==> src/rtl/segment_surf_unit.sv <==
// Pairwise surface-element calculator: triangle or trapezoid element
// for each pair of consecutive radius samples, two-stage pipeline.
module segment_surf_unit #(
    parameter logic [15:0] TRI_K     = 16'd572,
    parameter int unsigned TRI_SHIFT = 16,
    parameter logic [15:0] TRAP_H    = 16'd1
) (
    input  logic        clk,
    input  logic        rst_n,
    input  logic        en,
    input  logic        mode,
    input  logic [15:0] radius,
    output logic [15:0] prev_radius,
    output logic        tri_valid,
    output logic        trap_valid,
    output logic [31:0] surf
);

    logic        en_d;
    logic        launch;
    logic [31:0] prod;
    logic [16:0] sum;

    logic        s1_vld;
    logic        s1_mode;
    logic [31:0] s1_opnd;

    logic [47:0] tri_q;
    logic [47:0] tri_sh;
    logic [31:0] tri_res;
    logic [32:0] trap_m;
    logic [32:0] trap_sh;
    logic [31:0] trap_res;

    assign launch = en & en_d;
    assign prod   = 32'(radius) * 32'(prev_radius);
    assign sum    = 17'(radius) + 17'(prev_radius);

    always_ff @(posedge clk) begin
        if (!rst_n) begin
            prev_radius <= '0;
            en_d        <= 1'b0;
        end else begin
            en_d <= en;
            if (en)
                prev_radius <= radius;
        end
    end

    // Stage 1 holds the product or the zero-extended sum in one register
    always_ff @(posedge clk) begin
        if (!rst_n) begin
            s1_vld  <= 1'b0;
            s1_mode <= 1'b0;
            s1_opnd <= '0;
        end else begin
            s1_vld  <= launch;
            s1_mode <= mode;
            s1_opnd <= mode ? {15'd0, sum} : prod;
        end
    end

    assign tri_q    = 48'(s1_opnd) * 48'(TRI_K);
    assign tri_sh   = tri_q >> TRI_SHIFT;
    assign tri_res  = (|tri_sh[47:32]) ? 32'hFFFF_FFFF : tri_sh[31:0];
    assign trap_m   = 33'(s1_opnd[16:0]) * 33'(TRAP_H);
    assign trap_sh  = trap_m >> 1;
    assign trap_res = trap_sh[32] ? 32'hFFFF_FFFF : trap_sh[31:0];

    always_ff @(posedge clk) begin
        if (!rst_n) begin
            tri_valid  <= 1'b0;
            trap_valid <= 1'b0;
            surf       <= '0;
        end else begin
            tri_valid  <= s1_vld & ~s1_mode;
            trap_valid <= s1_vld & s1_mode;
            if (s1_vld)
                surf <= s1_mode ? trap_res : tri_res;
            else
                surf <= '0;
        end
    end

endmodule

==> config.mk <==
export PLATFORM = sky130hd
export DESIGN_NAME = segment_surf_unit
export DESIGN_NICKNAME = d
export VERILOG_FILES = /design/src/rtl/segment_surf_unit.sv
export SDC_FILE = /design/constraint.sdc
export NUM_CORES = 1
export LEC_CHECK = 0
export BUFFER_PORTS_ARGS = -buffer_cell sky130_fd_sc_hd__buf_2
export CAP_MARGIN = 20
export CORE_UTILIZATION = 65
export CTS_CLUSTER_DIAMETER = 100
export DETAILED_ROUTE_END_ITERATION = 8
export PLACE_DENSITY = 0.88
export SYNTH_ARGS = -nofsm -noshare
export SYNTH_HDL_FRONTEND = slang
export SYNTH_SLANG_ARGS = --single-unit
==> constraint.sdc <==
create_clock -name clk -period 8.05 [get_ports clk]
set_clock_uncertainty 0.2 [all_clocks]
set_input_delay 1.61 -clock clk [delete_from_list [all_inputs] [get_ports clk]]
set_output_delay 1.61 -clock clk [all_outputs]
set_load 0.01 [all_outputs]
==> tab_implementation.tex <==
\begin{tabular}{lr}
\hline
Metric & Value \\
\hline
\multicolumn{2}{l}{\textbf{STA}} \\
\quad Max-Slew Margin vs Limit & approximately 38\% \\
\quad Final min period & about 7.6 ns \\
\quad Final setup fails & 0 \\
\quad Final setup margin & 0.469 ns \\
\quad Final worst hold slack & 0.253 ns \\
\quad Total negative setup slack & 0 ns \\
\quad Slew of the pin with the lowest slew margin & 0.935 ns \\
\quad Hold Vio Cnt, Final & 0 \\
\quad Fmax & 132 MHz \\
\quad Final Max Slew Viols & 0 \\
\quad Unrepaired setup endpoints after global routing & no \\
\quad Portion of the clock cycle consumed by the worst path in the final layout & 94.2\% \\
\multicolumn{2}{l}{\textbf{Critical path}} \\
\quad CP max FO & 17 \\
\quad Data required, critical path & 8.11 ns \\
\quad Worst Reg2Reg Path Length in Cells & 20 \\
\quad Crit-path slowest cell & sky130\_fd\_sc\_hd\_\_fa\_1 \\
\quad Critical path start-end classification & input port to flip-flop \\
\quad Start of the worst register-to-register path & prev\_radius[8]\$\_SDFFE\_PN0P\_ \\
\quad Capturing element type of the critical path & flip-flop \\
\quad Delay of the slowest cell on the worst path & roughly 0.53 ns \\
\quad Capturing point of the worst reg2reg path & s1\_opnd[31]\$\_SDFF\_PP0\_ \\
\quad R2r setup slk & 1.12 ns \\
\quad Series of cell instances along the critical path & buf\_2 -> ha\_1 -> inv\_1 -> fa\_1 -> inv\_1 -> fa\_1 -> inv\_1 -> fa\_1 -> inv\_1 -> fa\_1 -> fa\_1 -> inv\_1 -> fa\_1 -> inv\_1 -> ha\_1 -> a21oi\_1 -> o21ai\_0 -> a21oi\_1 -> o31ai\_1 -> a21oi\_2 -> o41ai\_2 -> nand2\_1 -> o311ai\_1 \\
\quad Timing startpoint of the critical path & radius[7] \\
\quad Startpoint types & input port \\
\quad Worst endpoint data arrival time & about 7.7 ns \\
\multicolumn{2}{l}{\textbf{Global route}} \\
\quad Vias in the first global route & 13500 \\
\quad Grt total ovfl & 0 \\
\quad Overall routing resource usage & approximately 33\% \\
\quad Number of antenna violations at the first check in global routing & 0 \\
\quad Pin count of the biggest net entering global routing & 29 \\
\quad First-pass GRT wire length & 66.5 mm \\
\multicolumn{2}{l}{\textbf{Clocking}} \\
\quad Buffers inserted by post-CTS timing repair & 0 \\
\quad Clock tree buffer depth & 2 \\
\quad \# clock sinks & 79 \\
\quad Number of gates resized after CTS & 0 \\
\quad Number of H-tree levels & 3 \\
\quad Clock Latency Late Sink & 0.37 ns \\
\quad Clock Tree Root & sky130\_fd\_sc\_hd\_\_clkbuf\_16 \\
\quad Clock-pin transition on the worst setup and hold timing paths & 0.08 ns \\
\quad Number of buffers created by CTS & 9 \\
\quad Clock tree from TritonCTS & built \\
\quad Count of hold-fix buffers inserted at cts & 0 \\
\multicolumn{2}{l}{\textbf{Detailed routing}} \\
\quad Iteration count of the initial detailed-routing pass & 5 \\
\quad Iteration-0 DRC count of the detailed router & $\sim$800 \\
\quad Wire length per cell after detailed routing & 18.3 um \\
\quad Via/cell ratio & between 5 and 6 \\
\quad Vias after detailed routing & 12500 \\
\quad Number of remaining DRC errors & 0 \\
\quad Detail Route Antenna Nets & 0 \\
\quad Final wirelength & 39.7 mm \\
\multicolumn{2}{l}{\textbf{Layout}} \\
\quad Number of antenna diodes & 0 \\
\quad Top library cells by usage in the layout, fill and taps aside & sky130\_fd\_sc\_hd\_\_inv\_1 (397), sky130\_fd\_sc\_hd\_\_fa\_1 (281), sky130\_fd\_sc\_hd\_\_ha\_1 (224) \\
\quad Filler Cell Count & about 1800 \\
\quad Fraction of layout instances using a drive strength above 1 & 5.15\% \\
\quad Final-stage net count & 2363 \\
\quad Footprint of the flip-flops and latches & 1580 sq um \\
\quad Util after Layout & 69.8\% \\
\quad Multi-input gate area & 12800 sq um \\
\quad Layout-stage area growth over the synthesis result & 5.20\% \\
\quad Most frequent standard cell in the layout excluding fill and tap cells & sky130\_fd\_sc\_hd\_\_inv\_1 \\
\multicolumn{2}{l}{\textbf{Power}} \\
\quad Worst supply voltage drop on vdd & about 0.00030 V \\
\quad Leakage power total & 9.10 nW \\
\quad Sequential share of power & about 11\% \\
\quad Internal power & 2.30 mW \\
\quad Switch share & 54.0\% \\
\quad Power density over the cells & 295 nW/um\^{}2 \\
\quad Combinational fraction of design power & between 70\% and 80\% \\
\quad Share of total power in the clock network & 9.2\% \\
\quad Switching pwr & 2.70 mW \\
\multicolumn{2}{l}{\textbf{Placed design}} \\
\quad Placer congestion estimate & 0.950 \\
\quad HPWL after DPL & between 30 and 40 mm \\
\quad Placement-stage worst setup slack & 0.101 ns \\
\quad IO Port Bufs & 63 \\
\multicolumn{2}{l}{\textbf{Logic synthesis}} \\
\quad Synthesized area per cell & between 8 and 9 sq um \\
\quad Count of unique library cells instantiated by Yosys & 65 \\
\quad Post-synth top area share & between 30\% and 40\% \\
\quad Dominant cell type by area after synthesis & sky130\_fd\_sc\_hd\_\_fa\_1 \\
\quad Warning count from the yosys run & 0 \\
\quad Number of instances in the synthesized netlist & 1813 \\
\quad Synth top area cells & sky130\_fd\_sc\_hd\_\_fa\_1 (35\%), sky130\_fd\_sc\_hd\_\_ha\_1 (17\%), sky130\_fd\_sc\_hd\_\_dfxtp\_1 (9.8\%) \\
\quad Primary flip-flop cell chosen by synthesis mapping & sky130\_fd\_sc\_hd\_\_dfxtp\_1 \\
\quad Count of flip-flops with a built-in enable after synthesis & 0 \\
\quad Seq/Total Area, Yosys & under 10\% \\
\quad Share of flip-flops with an asynchronous set or reset & 0\% \\
\quad Flops \& latches, synth & 79 \\
\quad Synth Cell Area & roughly 16000 sq um \\
\multicolumn{2}{l}{\textbf{Hold path}} \\
\quad Terminating pin of the worst hold path & s1\_vld\$\_SDFF\_PN0\_ \\
\quad Worst hold path stage count & 1 \\
\quad Hold wc startpoint & en\_d\$\_SDFF\_PN0\_ \\
\quad Worst Hold Class & flip-flop to flip-flop \\
\multicolumn{2}{l}{\textbf{Die}} \\
\quad Die boundary height & between 150 and 200 um \\
\quad Die width & between 150 and 200 um \\
\quad Effective utilization at floorplan & 66.3\% \\
\quad Row cnt & 57 \\
\quad \# IOs & 70 \\
\quad Die footprint & 25500 sq um \\
\quad Std-Cell Core Area & roughly 24000 sq um \\
\multicolumn{2}{l}{\textbf{Run status}} \\
\quad Result of the run & finished clean \\
\multicolumn{2}{l}{\textbf{Flow run}} \\
\quad Max-cap violation count & 0 \\
\hline
\end{tabular}
## synthesized netlist by cell type (3+ instances only)
master                       n
sky130_fd_sc_hd__nand3_1    24
sky130_fd_sc_hd__mux2i_1    26
sky130_fd_sc_hd__o211ai_1    5
sky130_fd_sc_hd__buf_1       3
sky130_fd_sc_hd__o21ai_0    55
sky130_fd_sc_hd__o22ai_1     4
sky130_fd_sc_hd__a211oi_1   13
sky130_fd_sc_hd__clkbuf_1   49
sky130_fd_sc_hd__a2111o_1    3
sky130_fd_sc_hd__nand2b_1   11
sky130_fd_sc_hd__and2_1    110
sky130_fd_sc_hd__a31oi_1     8
sky130_fd_sc_hd__nand2_1   207
sky130_fd_sc_hd__nand4_1     9
sky130_fd_sc_hd__xnor2_1    22
sky130_fd_sc_hd__nor2b_1     3
sky130_fd_sc_hd__a41oi_1     3
sky130_fd_sc_hd__fa_1      281
sky130_fd_sc_hd__ha_1      224
sky130_fd_sc_hd__nor2_1     61
sky130_fd_sc_hd__and3_1     14
sky130_fd_sc_hd__o21bai_1    4
sky130_fd_sc_hd__nor3_1     15
sky130_fd_sc_hd__xor2_1     26
sky130_fd_sc_hd__dfxtp_1    79
sky130_fd_sc_hd__inv_1     397
sky130_fd_sc_hd__o21a_1      5
sky130_fd_sc_hd__or2_2       4
sky130_fd_sc_hd__nor3b_1     4
sky130_fd_sc_hd__buf_4       6
sky130_fd_sc_hd__a21o_1     21
sky130_fd_sc_hd__o31ai_1     4
sky130_fd_sc_hd__a21oi_1    65
sky130_fd_sc_hd__or3_1       8
## stage by stage
stage               instance area [sq um]  power [mW]  instances
floorplan                           16200        3.55       1818
global placement                    16700        4.28       2151
detailed placement                  16700        4.45       2151
CTS                                 17000        4.97       2167
global route                        17000        5.55       2167
finish                              17000        5.00       2167
## worst max-delay path: cells and delay by family
kind,cells,cell delay (ns)
AND/OR/NAND/NOR,1,0.12
buffers and inverters,7,0.60
adder cells (fa/ha/maj),8,3.58
AO/OA/AOI/OAI,7,1.74
## final cells by class
class / count / share of cell area (%)
Clock buffer: 9 / 1.33
Clock inverter: 7 / 0.501
Inverter: 398 / 8.80
Multi-Input combinational cell: 1283 / 75.6
Sequential cell: 79 / 9.32
Tap cell: 324 / 2.39
Timing Repair Buffer: 67 / 2.03
## worst max path at each step
stage                                   to  slack [ns]  cells past startpoint
floorplan           s1_opnd[31]$_SDFF_PP0_        0.71                     22
global placement    s1_opnd[31]$_SDFF_PP0_        0.19                     23
detailed placement  s1_opnd[31]$_SDFF_PP0_        0.10                     23
CTS                 s1_opnd[31]$_SDFF_PP0_        0.47                     23
global route        s1_opnd[31]$_SDFF_PP0_        0.14                     23
finish              s1_opnd[31]$_SDFF_PP0_        0.47                     23
## logic make-up after synthesis
family	synth area share, %
AOI/OAI and AO/OA	8.85
xor gates and xnor gates	2.61
adders and majority gates	52.2
buffers and inverters	10.7
DFF	9.80
muxes	1.61
other	0.0232
and+or+nand+nor	14.1
## state kept, by name, indices dropped and copies added, names as in the netlist
register     count
surf            26
trap_valid       1
prev_radius     16
s1_mode          1
s1_vld           1
en_d             1
s1_opnd         32
tri_valid        1
## power groups by stage
stage	clock, mW	combinational, mW	sequential (mW)
3_3_place_gp	0	3.70	0.576
6_report	0.461	3.97	0.572
5_1_grt	0.479	4.49	0.581
3_5_place_dp	0	3.87	0.581
4_1_cts	0.464	3.93	0.571
2_1_floorplan	0	3.02	0.530
## routing by layer
| metal | part of all wire, % | vias up | track usage (%) |
|---|---|---|---|
| li1 | - | 5723 | - |
| met1 | 39 | 6116 | 40.3 |
| met2 | 50 | 520 | 58.3 |
| met3 | 6.5 | 143 | 4.25 |
| met4 | 4.9 | 0 | 16.2 |
| met5 | 0 | - | 0 |
Note: power is estimated with default switching activity, not from simulation.
